`src/rtl/mem_byte_seq.sv`:
```
// mem_byte_seq: splits byte/half/word loads and stores into single-byte
// accesses to a byte-wide synchronous RAM. Loads are assembled little-endian
// and then sign- or zero-extended. Misaligned or illegal requests get an
// error response and never reach the RAM.
module mem_byte_seq #(
  parameter int ADDR_W = 12
) (
  input  logic              clk,
  input  logic              rst_n,
  input  logic              req_valid,
  output logic              req_ready,
  input  logic              req_we,
  input  logic [1:0]        req_size,
  input  logic              req_unsigned,
  input  logic [ADDR_W-1:0] req_addr,
  input  logic [31:0]       req_wdata,
  output logic              resp_valid,
  output logic [31:0]       resp_rdata,
  output logic              resp_err,
  output logic              ram_r_wn,
  output logic [ADDR_W-1:0] ram_addr,
  output logic [7:0]        ram_din,
  input  logic [7:0]        ram_dout
);

  typedef enum logic [2:0] {
    S_IDLE,
    S_WR,
    S_RD,
    S_RDRAIN,
    S_RESP
  } state_t;

  state_t            r_state;
  state_t            w_next;

  logic [ADDR_W-1:0] r_addr;
  logic [31:0]       r_wdata;
  logic [1:0]        r_size;
  logic              r_uns;
  logic [2:0]        r_idx;
  logic [31:0]       r_rdata;
  logic              r_err;

  logic              w_accept;
  logic              w_req_err;
  logic [2:0]        w_last_idx;
  logic              w_last;
  logic              w_capture;
  logic [1:0]        w_cap_lane;
  logic [31:0]       w_lane_data;
  logic [31:0]       w_ext;

  assign w_accept  = (r_state == S_IDLE) && req_valid;

  // Illegal size, or a half/word whose address is not naturally aligned.
  assign w_req_err = (req_size == 2'b11) ||
                     ((req_size == 2'b01) && req_addr[0]) ||
                     ((req_size == 2'b10) && (req_addr[1:0] != 2'b00));

  assign w_last_idx = (r_size == 2'b00) ? 3'd0 :
                      (r_size == 2'b01) ? 3'd1 : 3'd3;
  assign w_last     = (r_idx == w_last_idx);

  // Read data lags its address by one cycle, so the byte for index i-1 is on
  // ram_dout while RD presents index i; RDRAIN picks up the final byte.
  assign w_capture  = ((r_state == S_RD) && (r_idx != 3'd0)) || (r_state == S_RDRAIN);
  assign w_cap_lane = r_idx[1:0] - 2'd1;

  // Merge the incoming RAM byte into its lane, then extend to 32 bits.
  always_comb begin
    // NOTE: every combinational output gets a default first so no path leaves it unassigned (which would infer a latch).
    w_lane_data = r_rdata;
    w_lane_data[8*w_cap_lane +: 8] = ram_dout;
    case (r_size)
      2'b00:   w_ext = r_uns ? {24'd0, w_lane_data[7:0]}
                             : {{24{w_lane_data[7]}}, w_lane_data[7:0]};
      2'b01:   w_ext = r_uns ? {16'd0, w_lane_data[15:0]}
                             : {{16{w_lane_data[15]}}, w_lane_data[15:0]};
      default: w_ext = w_lane_data;
    endcase
  end

  // State register with synchronous reset.
  always_ff @(posedge clk) begin
    // NOTE: sequential state uses non-blocking assignments so every register samples pre-edge values.
    if (!rst_n) r_state <= S_IDLE;
    else        r_state <= w_next;
  end

  // Next-state logic.
  always_comb begin
    w_next = r_state;
    case (r_state)
      S_IDLE: begin
        if (w_accept) begin
          if (w_req_err)   w_next = S_RESP;
          else if (req_we) w_next = S_WR;
          else             w_next = S_RD;
        end
      end
      S_WR:     if (w_last) w_next = S_RESP;
      S_RD:     if (w_last) w_next = S_RDRAIN;
      S_RDRAIN: w_next = S_RESP;
      S_RESP:   w_next = S_IDLE;
      default:  w_next = S_IDLE;
    endcase
  end

  // Outputs: the RAM is only ever written in WR, and idle address/data are 0.
  always_comb begin
    req_ready  = (r_state == S_IDLE);
    resp_valid = (r_state == S_RESP);
    resp_rdata = r_rdata;
    resp_err   = r_err;
    ram_r_wn   = 1'b1;
    ram_addr   = '0;
    ram_din    = 8'd0;
    case (r_state)
      S_WR: begin
        ram_r_wn = 1'b0;
        ram_addr = r_addr + ADDR_W'(r_idx);
        ram_din  = r_wdata[8*r_idx[1:0] +: 8];
      end
      S_RD: ram_addr = r_addr + ADDR_W'(r_idx);
      default: ;
    endcase
  end

  // Request capture, byte index, load assembly and response registers.
  always_ff @(posedge clk) begin
    if (!rst_n) begin
      r_addr  <= '0;
      r_wdata <= '0;
      r_size  <= '0;
      r_uns   <= 1'b0;
      r_idx   <= '0;
      r_rdata <= '0;
      r_err   <= 1'b0;
    end else if (w_accept) begin
      r_addr  <= req_addr;
      r_wdata <= req_wdata;
      r_size  <= req_size;
      r_uns   <= req_unsigned;
      r_idx   <= '0;
      r_rdata <= '0;
      r_err   <= w_req_err;
    end else begin
      if ((r_state == S_WR) || (r_state == S_RD)) r_idx <= r_idx + 3'd1;
      if (r_state == S_RDRAIN) r_rdata <= w_ext;
      else if (w_capture)      r_rdata <= w_lane_data;
    end
  end

endmodule

```
`config.mk`:
```
export PLATFORM = sky130hd
export DESIGN_NAME = mem_byte_seq
export DESIGN_NICKNAME = d
export VERILOG_FILES = /design/src/rtl/mem_byte_seq.sv
export SDC_FILE = /design/constraint.sdc
export NUM_CORES = 1
export LEC_CHECK = 0
export CAP_MARGIN = 20
export CORE_ASPECT_RATIO = 0.5
export CORE_MARGIN = 3
export CORE_UTILIZATION = 45
export CTS_BUF_LIST = sky130_fd_sc_hd__clkbuf_4 sky130_fd_sc_hd__clkbuf_8
export DETAILED_ROUTE_END_ITERATION = 8
export GPL_TIMING_DRIVEN = 0
export PLACE_DENSITY_LB_ADDON = 0.2
export SLEW_MARGIN = 25
export SYNTH_ARGS = -nofsm -noshare
export SYNTH_HDL_FRONTEND = slang
export SYNTH_SLANG_ARGS = --single-unit
```
`constraint.sdc`:
```
create_clock -name clk -period 7.6 [get_ports clk]
set_clock_uncertainty 0.15 [all_clocks]
set_input_delay 1.52 -clock clk [delete_from_list [all_inputs] [get_ports clk]]
set_output_delay 1.52 -clock clk [all_outputs]
set_load 0.01 [all_outputs]
```
==> results.json <==
{
  "outcome": "finished, final reports clean",
  "remaining_drc_errors": 0,
  "grt_overflow_total": 0,
  "grt.total_usage_pct": 21.4,
  "ff2ff_path_depth": 8,
  "vdd.ir_drop.worst_mv": 0.0927,
  "detail_route.wl_per_cell_um": 16.4,
  "layout-drive-gt1-share_pct": 7.02,
  "met1Wirelength_mm": 5.12,
  "worst_slew_margin_rel_pct": 40.2,
  "post_synth_num_cell_types": 47,
  "gp_congestion": 0.839,
  "combinational_family_with_the_most_area_after_synthesis": "compound AO/OA/AOI/OAI gates",
  "ff_to_ff_end": "resp_rdata[0]$_SDFFE_PP0P_",
  "ctsHoldBuffers": 0,
  "synth.most_common_cell": "sky130_fd_sc_hd__dfxtp_1",
  "cts_setup_buffers": 0,
  "fillCellCount": 700,
  "htree_num_levels": 3,
  "post-place-cells": 638,
  "number_of_antenna_cells_inserted": 0,
  "cp_data_required_time_ns": 5.93,
  "portion_of_the_post_synthesis_area_used_by_sequential_elements_pct": 43.3,
  "drt_iter0_drc": 240,
  "worst_ep_arrival_time_ns": 3.32,
  "postSynth.asyncResetShare_pct": 0,
  "dp.final_hpwl_mm": 8.09,
  "yosys_synthesis_warning_count": 0,
  "num_rows": 23,
  "die_ar_sq_um": 10100,
  "instances_no_fill": 653,
  "cts_root_buf": "sky130_fd_sc_hd__clkbuf_8",
  "met2_length_mm": 4.80,
  "r2r_start": "r_idx[1]$_SDFFE_PP0P_",
  "setup.worst_path.end_class": "primary output",
  "min_path_cells": 2,
  "ys_dominant_reg_cell": "sky130_fd_sc_hd__dfxtp_1",
  "dr_vias_cell": 5.52,
  "layout-area-overhead-vs-synth_pct": 37.8,
  "initial_utilization_pct": 48.0,
  "uppermost_layer_routed": "met4",
  "floorplan.die.height_um": 72.5,
  "timing.final.setup_violations": 0,
  "drt_first_pass_iters": 4,
  "synthMuxAreaShare_pct": 4.78,
  "grt_antenna_before_repair": 0,
  "tightest_slew_ns": 0.895,
  "setup_cp_type": "reg2out",
  "synth-edff-count": 0,
  "slew_viol_final": 0,
  "num_io_pins": 115,
  "worst_skew_pair_later_pin_latency_ns": 0.37,
  "max_freq_ghz": 0.200,
  "placeableCoreArea_sq_um": 8290,
  "place.port_buffers": 114,
  "synthesis.nets": 480,
  "timing.hold.worst.start": "resp_rdata[4]$_SDFFE_PP0P_",
  "powerDensity_nw_per_um2": 184,
  "synth_area_sq_um": 3980,
  "met3_length_um": 676,
  "grt_pass1_vias": 3476,
  "min_period_ns": 4.99,
  "post-synth-top-area-cell": "sky130_fd_sc_hd__dfxtp_1",
  "post_cts.resized_instances": 0,
  "synth_top_cells_by_area": "sky130_fd_sc_hd__dfxtp_1 (43%), sky130_fd_sc_hd__a22o_1 (12%), sky130_fd_sc_hd__mux4_2 (4.5%)",
  "cellLeakagePower_nw": 2.04,
  "cts.reportedPaths.clkPinSlew_ns": 0.08,
  "cap_viol_max_count": 0,
  "syn_avg_cell_area_sq_um": 9.65,
  "post_synth_xor_area_fraction_pct": 2.64,
  "clkSinkCount": 86,
  "crit_path_start_kind": "register",
  "die-width_um": 139,
  "yosysTopAreaCellShare_pct": 43.3,
  "synth_fa_ha_area_share_pct": 3.02,
  "detailroute.via_count": 3605,
  "cts-buffers-inserted": 9,
  "finalCritPeriodShare_pct": 65.7,
  "finalHoldViolCount": 0,
  "cts_buffer_depth": 2,
  "layout_nets": 605,
  "rsz0062_at_grt": "false",
  "syn-instance-count": 412,
  "crit_fanout": 10,
  "totalNegativeSetupSlack_ns": 0,
  "worst_min_delay_path_endpoint": "resp_rdata[4]$_SDFFE_PP0P_",
  "tritoncts_clock_tree": "yes",
  "postSynthRegisterBits": 86,
  "post_synth_and_or_nand_nor_area_fraction_pct": 18.4,
  "antenna_violating_nets_left": 0,
  "final_wirelength_mm": 10.7,
  "yosys-top-cells-count": "sky130_fd_sc_hd__dfxtp_1 (86), sky130_fd_sc_hd__a22o_1 (54), sky130_fd_sc_hd__nor2_1 (27)",
  "grt_first_pass_wirelength_mm": 17.2,
  "rrSetupSlack_ns": 4.15,
  "holdCritPathClass": "reg2reg",
  "synth_compound_gate_area_share_pct": 23.8,
  "grt_start_max_net_pins": 14
}
-- registers in the layout, indices dropped and copies added, names as in the netlist --
name,flops
r_addr,12
r_idx,3
r_size,2
r_state,3
r_uns,1
r_wdata,32
resp_err,1
resp_rdata,32
-- cell usage in the layout, fill, tap and decap left out, drive strengths merged, types with 2 or more instances in the layout --
master	n
a21oi	22
a211oi	5
dfxtp	86
buf	10
o2bb2ai	8
nor4bb	2
nor2b	18
a22o	54
nand2	22
nor4	2
clkbuf	28
a31oi	7
nand4	9
and3	10
o21ai	24
nand2b	11
nand3b	2
nor2	27
nor3	14
and2	3
xnor2	4
nand3	4
inv	8
nor3b	5
bufinv	2
clkinv	2
o31ai	2
mux4	8
ha	8
xor2	8
a311oi	2
clkdlybuf4s50	114
-- power by group --
part | internal [mW] | switching, mW | leakage (nW)
Clock | 0.200 | 0.156 | 0.115
Sequential | 0.475 | 0.0170 | 0.701
Combinational | 0.0826 | 0.0797 | 1.22
-- how the worst max path moves through the flow --
stage / start / endpoint / depth (start not counted)
finish: r_idx[1]$_SDFFE_PP0P_ / ram_addr[10] / 9
global route: r_idx[1]$_SDFFE_PP0P_ / ram_addr[10] / 9
CTS: r_idx[1]$_SDFFE_PP0P_ / ram_addr[10] / 9
detailed placement: r_idx[1]$_SDFFE_PP0P_ / ram_addr[10] / 9
global placement: r_idx[1]$_SDFFE_PP0P_ / ram_addr[10] / 9
floorplan: r_idx[1]$_SDFFE_PP0P_ / ram_addr[10] / 8
-- worst max-delay path: stages (launching register included) --
cell and delay [ns]:
sky130_fd_sc_hd__dfxtp_1 0.48, sky130_fd_sc_hd__clkbuf_1 0.53, sky130_fd_sc_hd__inv_1 0.22, sky130_fd_sc_hd__fa_1 0.45, sky130_fd_sc_hd__nor2b_1 0.21, sky130_fd_sc_hd__o21ba_2 0.18
sky130_fd_sc_hd__nand4_1 0.11, sky130_fd_sc_hd__xor2_1 0.16, sky130_fd_sc_hd__nor2_1 0.08, sky130_fd_sc_hd__clkdlybuf4s50_1 0.54
-- cell type report --
type / instances / area [sq um] / area share (%)
Sequential cell: 86 / 1720 / 31.4
Buffer: 27 / 128 / 2.33
Inverter: 8 / 30.0 / 0.548
Clock buffer: 11 / 151 / 2.76
Multi-Input combinational cell: 291 / 2100 / 38.3
Tap cell: 112 / 140 / 2.56
Clock inverter: 4 / 70.1 / 1.28
Timing Repair Buffer: 114 / 1140 / 20.8
-- through the flow --
step	setup slack, ns	power (mW)	hold WS [ns]	cell area [sq um]	utilization, %
after floorplan	3.90	0.591	0.294	3980	-
after global placement	3.07	0.659	0.294	5260	63.4
after detailed placement	3.01	0.663	0.294	5260	63.4
after CTS	2.60	1.02	0.305	5480	66.1
after global routing	2.41	1.05	0.327	5480	66.1
final	2.61	1.01	0.307	5480	66.1
-- logic make-up (layout without fill, tap and decap cells) --
logic type / after synthesis / in the layout
AND/OR/NAND/NOR: 133 / 133
XOR/XNOR: 12 / 12
AO/OA/AOI/OAI: 128 / 128
flip-flops: 86 / 86
multiplexers: 9 / 9
buffers and inverters: 35 / 164
adder cells (fa/ha/maj): 9 / 9
-- metal layers --
| metal | GRT usage, % | vias up |
|---|---|---|
| li1 | - | 1773 |
| met1 | 27.6 | 1701 |
| met2 | 35.4 | 118 |
| met3 | 6.78 | 13 |
| met4 | 5.75 | 0 |
| met5 | 0 | - |
Note: power is estimated with default switching activity, not from simulation.
